**src/rtl/nic_fifo_if.sv**
```systemverilog
// PE register bus and ring-router link of the NIC, bundled for nic_fifo.
// The slave modport is the NIC's view; the master modport is the PE/router side.
interface nic_fifo_if #(
    parameter int DATA_W = 64
);
    logic              nicEn;
    logic              nicWrEN;
    logic [1:0]        addr;
    logic [DATA_W-1:0] d_in;
    logic [DATA_W-1:0] d_out;
    logic              net_si;
    logic              net_ri;
    logic [DATA_W-1:0] net_di;
    logic              net_so;
    logic              net_ro;
    logic [DATA_W-1:0] net_do;
    logic              net_polarity;

    modport slave (
        input  nicEn, nicWrEN, addr, d_in, net_si, net_di, net_ro, net_polarity,
        output d_out, net_ri, net_so, net_do
    );

    modport master (
        output nicEn, nicWrEN, addr, d_in, net_si, net_di, net_ro, net_polarity,
        input  d_out, net_ri, net_so, net_do
    );
endinterface

```
**src/rtl/nic_fifo.sv**
```systemverilog
// NIC between PE pipeline and ring router: DEPTH-entry input/output FIFOs,
// PE-visible occupancy/overflow status, and polarity-gated packet injection.
module nic_fifo #(
    parameter int DATA_W = 64,
    parameter int DEPTH  = 4,
    parameter int VC_BIT = 63
) (
    input  logic       clk,
    input  logic       reset,
    nic_fifo_if.slave  bus
);
    localparam int AW = $clog2(DEPTH);
    localparam int CW = AW + 1;
    localparam logic [CW-1:0] FULL_C = CW'(DEPTH);

    logic [DATA_W-1:0] in_mem_q  [DEPTH];
    logic [DATA_W-1:0] out_mem_q [DEPTH];
    logic [AW-1:0]     in_wp_q, in_rp_q, out_wp_q, out_rp_q;
    logic [CW-1:0]     in_cnt_q, in_cnt_d, out_cnt_q, out_cnt_d;
    logic              ovf_q, ovf_d;
    logic              net_so_q, net_so_d;
    logic [DATA_W-1:0] net_do_q, net_do_d;
    logic [DATA_W-1:0] out_head_s, d_out_s;
    logic              pe_rd_s, pe_wr_s;
    logic              in_full_s, out_full_s, in_nonempty_s, out_nonempty_s;
    logic              in_push_s, in_pop_s, out_push_s, out_pop_s;

    // Access decode, handshakes and next-state for counts, overflow and link outputs
    always_comb begin
        pe_rd_s        = bus.nicEn & ~bus.nicWrEN;
        pe_wr_s        = bus.nicEn &  bus.nicWrEN;
        in_full_s      = (in_cnt_q  == FULL_C);
        out_full_s     = (out_cnt_q == FULL_C);
        in_nonempty_s  = (in_cnt_q  != {CW{1'b0}});
        out_nonempty_s = (out_cnt_q != {CW{1'b0}});
        out_head_s     = out_mem_q[out_rp_q];

        in_push_s  = bus.net_si & ~in_full_s;
        in_pop_s   = pe_rd_s & (bus.addr == 2'b00) & in_nonempty_s;
        // A blocked head stalls the whole output FIFO; a send frees a slot for a same-edge write.
        out_pop_s  = out_nonempty_s & bus.net_ro & (out_head_s[VC_BIT] == bus.net_polarity);
        out_push_s = pe_wr_s & (bus.addr == 2'b10) & (~out_full_s | out_pop_s);

        ovf_d = ovf_q;
        if (pe_wr_s && (bus.addr == 2'b10) && out_full_s && !out_pop_s) begin
            ovf_d = 1'b1;
        end else if (pe_rd_s && (bus.addr == 2'b11)) begin
            ovf_d = 1'b0;
        end else begin
            ovf_d = ovf_q;
        end

        case ({in_push_s, in_pop_s})
            2'b10:   in_cnt_d = in_cnt_q + CW'(1);
            2'b01:   in_cnt_d = in_cnt_q - CW'(1);
            default: in_cnt_d = in_cnt_q;
        endcase

        case ({out_push_s, out_pop_s})
            2'b10:   out_cnt_d = out_cnt_q + CW'(1);
            2'b01:   out_cnt_d = out_cnt_q - CW'(1);
            default: out_cnt_d = out_cnt_q;
        endcase

        if (out_pop_s) begin
            net_so_d = 1'b1;
            net_do_d = out_head_s;
        end else begin
            net_so_d = 1'b0;
            net_do_d = net_do_q;
        end
    end

    // PE read data mux
    always_comb begin
        d_out_s = {DATA_W{1'b0}};
        if (pe_rd_s) begin
            case (bus.addr)
                2'b00: begin
                    if (in_nonempty_s) begin
                        d_out_s = in_mem_q[in_rp_q];
                    end else begin
                        d_out_s = {DATA_W{1'b0}};
                    end
                end
                2'b01: begin
                    d_out_s[8 +: CW] = in_cnt_q;
                    d_out_s[0]       = in_nonempty_s;
                end
                2'b11: begin
                    d_out_s[8 +: CW] = out_cnt_q;
                    d_out_s[1]       = ovf_q;
                    d_out_s[0]       = out_full_s;
                end
                default: d_out_s = {DATA_W{1'b0}};
            endcase
        end else begin
            d_out_s = {DATA_W{1'b0}};
        end
    end

    // FIFO storage, pointers, counts and registered link outputs
    always_ff @(posedge clk or negedge reset) begin
        if (!reset) begin
            for (int i = 0; i < DEPTH; i++) begin
                in_mem_q[i]  <= {DATA_W{1'b0}};
                out_mem_q[i] <= {DATA_W{1'b0}};
            end
            in_wp_q   <= {AW{1'b0}};
            in_rp_q   <= {AW{1'b0}};
            out_wp_q  <= {AW{1'b0}};
            out_rp_q  <= {AW{1'b0}};
            in_cnt_q  <= {CW{1'b0}};
            out_cnt_q <= {CW{1'b0}};
            ovf_q     <= 1'b0;
            net_so_q  <= 1'b0;
            net_do_q  <= {DATA_W{1'b0}};
        end else begin
            if (in_push_s) begin
                in_mem_q[in_wp_q] <= bus.net_di;
                in_wp_q           <= in_wp_q + AW'(1);
            end
            if (in_pop_s) begin
                in_rp_q <= in_rp_q + AW'(1);
            end
            if (out_push_s) begin
                out_mem_q[out_wp_q] <= bus.d_in;
                out_wp_q            <= out_wp_q + AW'(1);
            end
            if (out_pop_s) begin
                out_rp_q <= out_rp_q + AW'(1);
            end
            in_cnt_q  <= in_cnt_d;
            out_cnt_q <= out_cnt_d;
            ovf_q     <= ovf_d;
            net_so_q  <= net_so_d;
            net_do_q  <= net_do_d;
        end
    end

    assign bus.d_out  = d_out_s;
    assign bus.net_ri = ~in_full_s;
    assign bus.net_so = net_so_q;
    assign bus.net_do = net_do_q;
endmodule
```
**src/flat_wrapper.sv**
```systemverilog
// flat-port wrapper written by rule: the top's interface ports become plain ports
module nic_fifo_flat 
#(
    parameter int DATA_W = 64,
    parameter int DEPTH  = 4,
    parameter int VC_BIT = 63
)
  (clk, reset, bus_nicEn, bus_nicWrEN, bus_addr, bus_d_in, bus_net_si, bus_net_di, bus_net_ro, bus_net_polarity, bus_d_out, bus_net_ri, bus_net_so, bus_net_do);
  nic_fifo_if #(.DATA_W(DATA_W)) bus_i ();
  input  logic clk;
  input  logic reset;
  input wire logic [$bits(bus_i.nicEn)-1:0] bus_nicEn;
  input wire logic [$bits(bus_i.nicWrEN)-1:0] bus_nicWrEN;
  input wire logic [$bits(bus_i.addr)-1:0] bus_addr;
  input wire logic [$bits(bus_i.d_in)-1:0] bus_d_in;
  input wire logic [$bits(bus_i.net_si)-1:0] bus_net_si;
  input wire logic [$bits(bus_i.net_di)-1:0] bus_net_di;
  input wire logic [$bits(bus_i.net_ro)-1:0] bus_net_ro;
  input wire logic [$bits(bus_i.net_polarity)-1:0] bus_net_polarity;
  output wire logic [$bits(bus_i.d_out)-1:0] bus_d_out;
  output wire logic [$bits(bus_i.net_ri)-1:0] bus_net_ri;
  output wire logic [$bits(bus_i.net_so)-1:0] bus_net_so;
  output wire logic [$bits(bus_i.net_do)-1:0] bus_net_do;
  assign bus_i.nicEn = bus_nicEn;
  assign bus_i.nicWrEN = bus_nicWrEN;
  assign bus_i.addr = bus_addr;
  assign bus_i.d_in = bus_d_in;
  assign bus_i.net_si = bus_net_si;
  assign bus_i.net_di = bus_net_di;
  assign bus_i.net_ro = bus_net_ro;
  assign bus_i.net_polarity = bus_net_polarity;
  assign bus_d_out = bus_i.d_out;
  assign bus_net_ri = bus_i.net_ri;
  assign bus_net_so = bus_i.net_so;
  assign bus_net_do = bus_i.net_do;
  nic_fifo #(.DATA_W(DATA_W), .DEPTH(DEPTH), .VC_BIT(VC_BIT)) u_core (.clk(clk), .reset(reset), .bus(bus_i));
endmodule
```
**config.mk**
```make
export PLATFORM = sky130hd
export DESIGN_NAME = nic_fifo_flat
export DESIGN_NICKNAME = d
export VERILOG_FILES = /design/src/rtl/nic_fifo_if.sv /design/src/rtl/nic_fifo.sv /design/src/flat_wrapper.sv
export SDC_FILE = /design/constraint.sdc
export NUM_CORES = 1
export LEC_CHECK = 0
export ABC_AREA = 0
export BUFFER_PORTS_ARGS = -buffer_cell sky130_fd_sc_hd__clkbuf_2
export CELL_PAD_IN_SITES_DETAIL_PLACEMENT = 1
export CELL_PAD_IN_SITES_GLOBAL_PLACEMENT = 2
export CORE_UTILIZATION = 47
export CTS_BUF_LIST = sky130_fd_sc_hd__clkbuf_4 sky130_fd_sc_hd__clkbuf_8 sky130_fd_sc_hd__clkbuf_16
export DETAILED_ROUTE_END_ITERATION = 8
export PLACE_DENSITY_LB_ADDON = 0.05
export SLEW_MARGIN = 5
export SYNTH_ARGS = -nofsm -noshare
export SYNTH_HDL_FRONTEND = slang
export SYNTH_SLANG_ARGS = --single-unit
```
**constraint.sdc**
```tcl
create_clock -name clk -period 5.6 [get_ports clk]
set_clock_uncertainty 0.2 [all_clocks]
set_input_delay 1.12 -clock clk [delete_from_list [all_inputs] [get_ports clk]]
set_output_delay 1.12 -clock clk [all_outputs]
set_load 0.02 [all_outputs]
```
==> results.ini, run 1 <==
[routing]
wl_met1_um=25860
ant_nets=0
wl_met2_um=29370
routed_wl_um=59290
vias=14400
drt_iter0_drc=576
top_layer_used=met5
wl_per_cell_um=23.20
routed_via_density=5.637
dr_wl_met3_um=2620
drtPass1Iterations=5
drc=0

[clocking]
cts-htree-levels=3
cts_buffer_depth=3
numCtsBuffers=66
cts-root-buf=clkbuf_16
cts_num_sinks=592
clk_latency_ns=0.58
cts_setup_buffers=0
cts_tree=done
ctsResizeCount=0
clkSlewWorstSetupHoldPaths_ns=0.06
ctsHoldBuffers=0

[grt]
grt_usage_pct=22.34
first_global_vias=16210
grt_first_pass_wirelength_um=96140
grt_overflow=0
antenna_found_initial=15
grt_start_max_net_pins=132

[power_and_ir_drop]
total_power_mw=18.02
p_switching_mw=5.377
p_sw_share_pct=29.84
pwr-share-clk_pct=24.6
p_seq_share_pct=42.1
power_leakage_nw=14.13
p_int_mw=12.64
p_per_area_mw_per_mm2=598.4
ir_drop_mv=0.2855
combPwrFrac_pct=33.3

[final_layout]
nets=1963
final_common_cell=dfrtp_1
fin_util_pct=55.73
stdcell_area_mm2=0.03011
drive_above_1_share_pct=57.31
final_cell_mix=dfrtp_1, mux2_2, clkbuf_2
syn2layout_area_growth_pct=16.83
stdcell_count=2555

[yosys]
ys_seq_elements=592
netlist.area_leader.share_pct=57.48
synthCells=1551
postSynthNetCount=1705
async_flop_share_pct=100.0
ys_warn_count=0
synthTopCellsByArea=dfrtp_1, mux2_2, mux4_2, mux2_1, and3_1
synth.largest_area_cell=dfrtp_1
syn_area_per_cell_um2=16.62
synth_flop_cell=dfrtp_1
synth_edf_count=0
ys_types=30
yosysSeqAreaShare_pct=57.48
synth.cell_area_mm2=0.02577

[sta]
grt_setup_unrepaired=no
period_minus_slack_ns=4.347
layout_setup_ws_ns=1.253
worst_hold_slack_ns=0.2806
setup_viol=0
slew_violations=0
tightest_slew_ns=1.128
hold_viol_final=0
tns_ns=0
fmax_mhz=230.0
finalCritPeriodShare_pct=77.63
slew_headroom_pct=24.77

[setup_path]
cp_max_fo=35
worstPathArrival_ns=3.03
endpoint_kind=primary output
cp_data_required_time_ns=4.28
worstSetupPathType=flop to primary output
cp_slowest_cell=dfrtp_2
cpPeakStageDelay_ns=0.96
crit_chain=buf_4, mux4_2, and3_1, clkbuf_2
startpoint_type=flop

[hold_path]
hold_class=flop to flop

[placed_design]
post-place-cells=2437
dp_hpwl_um=35230
port_buffers=266
place_area_mm2=0.02786
routabilityCongestion=0.7509
pre_cts_ws_ns=1.479

[die]
core_mm2=0.05403
rows=85
initial_utilization_pct=47.71
die_h_um=236.2
io_pins=267
die_w_um=236.2
die_area_mm2=0.05578

[run]
cap_violations=0

[status]
status=finished, final reports clean

-- power by group through the flow --
stage	Combinational (mW)	Clock, mW	Sequential, mW
after floorplan	4.63	0	7.29
after global placement	5.95	0	7.49
after detailed placement	6.10	0	7.64
after CTS	6.13	4.58	7.59
after global routing	6.50	4.74	7.88
final	6.00	4.44	7.58
-- path summary, 6_finish.rpt --
check                                                       start                                end  slack, ns  cells past startpoint
min in group asynchronous                                   reset   u_core.in_mem_q[206]$_DFFE_PN0P_       0.38                      1
max in group asynchronous                                   reset  u_core.bus.net_do[52]$_DFFE_PN0P_       3.53                      2
worst min-delay path            u_core.bus.net_do[49]$_DFFE_PN0P_  u_core.bus.net_do[49]$_DFFE_PN0P_       0.28                      1
worst max register to register     u_core.out_rp_q[0]$_DFFE_PN0P_    u_core.out_cnt_q[2]$_DFFE_PN0P_       1.78                      9
worst max-delay path                u_core.in_rp_q[1]$_DFFE_PN0P_                      bus_d_out[46]       1.25                      4
worst min register to register  u_core.bus.net_do[49]$_DFFE_PN0P_  u_core.bus.net_do[49]$_DFFE_PN0P_       0.28                      1
-- metal layers --
layer	up-vias	track usage [%]
met5	-	0
met4	16	7.281
met3	100	4.786
met2	231	36.25
met1	7763	30.08
li1	6293	-
-- cell usage after synthesis (2+ instances only) --
master	n
nor2_1	8
buf_2	31
and3_1	65
and2_1	2
nor3b_1	2
clkbuf_1	57
ha_1	15
o31a_1	2
a22oi_4	4
dfrtp_1	592
xor2_1	7
mux4_2	128
nand2b_1	2
mux2_2	517
a222oi_1	4
a21oi_1	2
xnor2_1	5
inv_1	13
fa_1	2
nand2_1	12
o21ai_0	4
buf_1	6
mux2_1	59
nor2b_1	2
buf_6	5
-- state kept, by name (all words and copies together) (netlist names) --
name,count
u_core.bus.net_do,64
u_core.bus.net_so,1
u_core.in_cnt_q,3
u_core.in_mem_q,256
u_core.in_rp_q,2
u_core.in_wp_q,2
u_core.out_cnt_q,3
u_core.out_mem_q,256
u_core.out_rp_q,2
u_core.out_wp_q,2
u_core.ovf_q,1
-- critical path, delay by kind of cell (launching register included) --
kind,cells,cell delay (ns)
buf+inv,2,0.78
simple gates,1,0.22
mux,1,0.45
flops,1,0.96
-- final cells by class --
type	count	area, µm²
clock inverter	15	206.4
tap	696	870.8
timing repair buffer	289	1627
multi-input combinational	847	10490
antenna	6	15.01
clock buffer	97	2034
fill	4994	23920
inverter	13	48.80
sequential	592	14820
-- kinds of logic after synthesis --
kind of cell / Yosys count / synth area share, %
multiplexers: 704 / 36.35
flip-flops: 592 / 57.48
buffers and inverters: 112 / 1.927
AND/OR/NAND/NOR: 94 / 2.097
AO/OA/AOI/OAI: 19 / 0.7525
adder cells (fa/ha/maj): 17 / 0.8835
XOR/XNOR: 13 / 0.5146
Power figures use the tool's default switching activity.
==> run 2: changes to the inputs <==
ABC_AREA = 1   (was 0)
CORE_UTILIZATION = 33   (was 47)
clock period = 3.78 ns   (was 5.6 ns; I/O delays follow)
==> run 2 against run 1 <==
Effect of this change: via count rose by 59%; clock power is 63% higher; sequential power up 44%; sequential share of layout area down 2.9 points; critical endpoint is now bus_d_out[0]; largest power group is now combinational logic; total power is 62% higher; largest cell class unchanged; critical path depth is 4 higher.
==> results.ini, run 2 <==
[sta]
hold_viol_final=0
finalCritPeriodShare_pct=92.36
period_minus_slack_ns=3.491
slew_headroom_pct=17.54
setup_viol=0
tightest_slew_ns=1.237
tns_ns=0
fmax_mhz=286.4
slew_violations=0
grt_setup_unrepaired=no

[clocking]
clk_latency_ns=0.61
cts-root-buf=clkbuf_16
cts_buffer_depth=3
cts-htree-levels=3
ctsResizeCount=0
cts_tree=done
ctsHoldBuffers=1
numCtsBuffers=74
cts_setup_buffers=0
clkSlewWorstSetupHoldPaths_ns=0.06
cts_num_sinks=592

[setup_path]
cp-startpoint=u_core.in_rp_q[0]$_DFFE_PN0P_
endpoint_kind=primary output
cp_max_fo=65
worstSetupPathType=flop to primary output
critPathCapture=bus_d_out[0]
cp_data_required_time_ns=2.82
r2r.worst_path.cells=14
regToRegSetupSlack_ns=0.59
startpoint_type=flop
reg2reg_from=u_core.out_rp_q[0]$_DFFE_PN0P_
worstPathArrival_ns=2.54
r2r_end=u_core.out_cnt_q[2]$_DFFE_PN0P_

[die]
io_pins=267
die_h_um=289.1
die_w_um=289.1
initial_utilization_pct=33.55
rows=104
core_mm2=0.08107
die_area_mm2=0.08356

[routing]
ant_nets=0
routed_via_density=5.249
drt_iter0_drc=1265
wl_per_cell_um=21.69
vias=22880
drc=0
routed_wl_um=94550
drtPass1Iterations=5

[final_layout]
fillCellCount=9395
fin_util_pct=39.48
final_cell_mix=nand2_1, dfrtp_1, o21ai_0
stdcell_area_mm2=0.03201
drive_above_1_share_pct=18.66
syn2layout_area_growth_pct=17.69
nets=3393
multi_input_area_mm2=0.01066
final_common_cell=nand2_1
regArea_mm2=0.01482

[yosys]
synth_edf_count=0
synthCells=3087
ys_seq_elements=592
syn_area_per_cell_um2=8.809
async_flop_share_pct=100.0
yosys-top-cells-count=nand2_1, dfrtp_1, o21ai_0
synth_flop_cell=dfrtp_1
ys_types=27
netlist.area_leader.share_pct=54.47
synth.cell_area_mm2=0.02719
ys_warn_count=0
yosysSeqAreaShare_pct=54.47
yosysMostFrequentCell=nand2_1
synthTopCellsByArea=dfrtp_1, nand2_1, o21ai_0, nand4_1, mux2_2
postSynthNetCount=3241
synth.largest_area_cell=dfrtp_1

[placed_design]
dp_hpwl_um=53950
routabilityCongestion=0.7797
place_area_mm2=0.02948
port_buffers=266

[grt]
grt_start_max_net_pins=138
first_global_vias=24550
grt_overflow=0
grt_usage_pct=22.87
antenna_found_initial=9
grt_first_pass_wirelength_um=148300

[hold_path]
hold_class=input pin to flop

[power_and_ir_drop]
ir_drop_mv=0.4876
power_leakage_nw=15.22
p_per_area_mw_per_mm2=910.8

[run]
cap_violations=0

[status]
status=finished, final reports clean

-- run 2: cell type report --
type | instances | share of cell area, %
flip-flops and latches | 592 | 46.32
multi-input cells | 2083 | 33.30
clock buffers | 123 | 7.420
repair buffers | 330 | 6.520
well taps | 1060 | 4.144
inverters | 158 | 1.861
clock inverters | 9 | 0.4144
diodes | 3 | 0.02345
-- run 2: metrics by stage --
step | worst slack [ns] | power, mW | hold WS, ns | cells
global route | 0.09233 | 31.39 | 0.1983 | 4358
detailed placement | 0.3912 | 22.16 | 0.2532 | 4222
finish | 0.2888 | 29.15 | 0.1998 | 4358
CTS | 0.2107 | 29.59 | 0.1570 | 4355
floorplan | 0.7362 | 18.05 | 0.2366 | 3087
global placement | 0.5051 | 21.76 | 0.2474 | 4222
-- run 2: layer usage --
metal  part of all wire, %  vias to the layer above  track usage, %
li1                      -                    10670               -
met1                    46                    11720           31.11
met2                    48                      367           38.04
met3                   4.0                      109           3.764
met4                   1.7                       10           5.289
met5                 0.066                        -               0
-- run 2: logic make-up after synthesis --
| family | Yosys count | synth area share (%) |
|---|---|---|
| xor+xnor | 8 | 0.2577 |
| flops | 592 | 54.47 |
| compound gates | 648 | 12.23 |
| mux | 128 | 5.300 |
| fa+ha+maj | 17 | 0.8374 |
| simple gates | 1282 | 20.34 |
| buf+inv | 412 | 6.561 |
-- run 2: how the worst min path moves through the flow --
stage                                                  from                           endpoint  cells past startpoint
after detailed placement  u_core.out_mem_q[158]$_DFFE_PN0P_  u_core.out_mem_q[158]$_DFFE_PN0P_                      2
after CTS                                    bus_net_di[63]   u_core.in_mem_q[191]$_DFFE_PN0P_                      3
final                                        bus_net_di[63]   u_core.in_mem_q[191]$_DFFE_PN0P_                      3
after global routing                         bus_net_di[54]   u_core.in_mem_q[118]$_DFFE_PN0P_                      3
after floorplan             u_core.out_mem_q[0]$_DFFE_PN0P_    u_core.out_mem_q[0]$_DFFE_PN0P_                      2
after global placement    u_core.out_mem_q[129]$_DFFE_PN0P_  u_core.out_mem_q[129]$_DFFE_PN0P_                      2
-- run 2: critical path: stages (launching register included) --
cell      delay (ns)
dfrtp_4         0.43
clkinv_2        0.33
buf_12          0.35
a21oi_1         0.15
o21ai_0         0.11
nand2_1         0.10
nand2_1         0.05
a21oi_1         0.15
clkbuf_2        0.22
-- run 2: power by group --
group	total (mW)	switching (mW)	internal, mW
combinational	11.0	7.48	3.52
sequential	10.9	1.53	9.37
clock	7.25	2.82	4.42
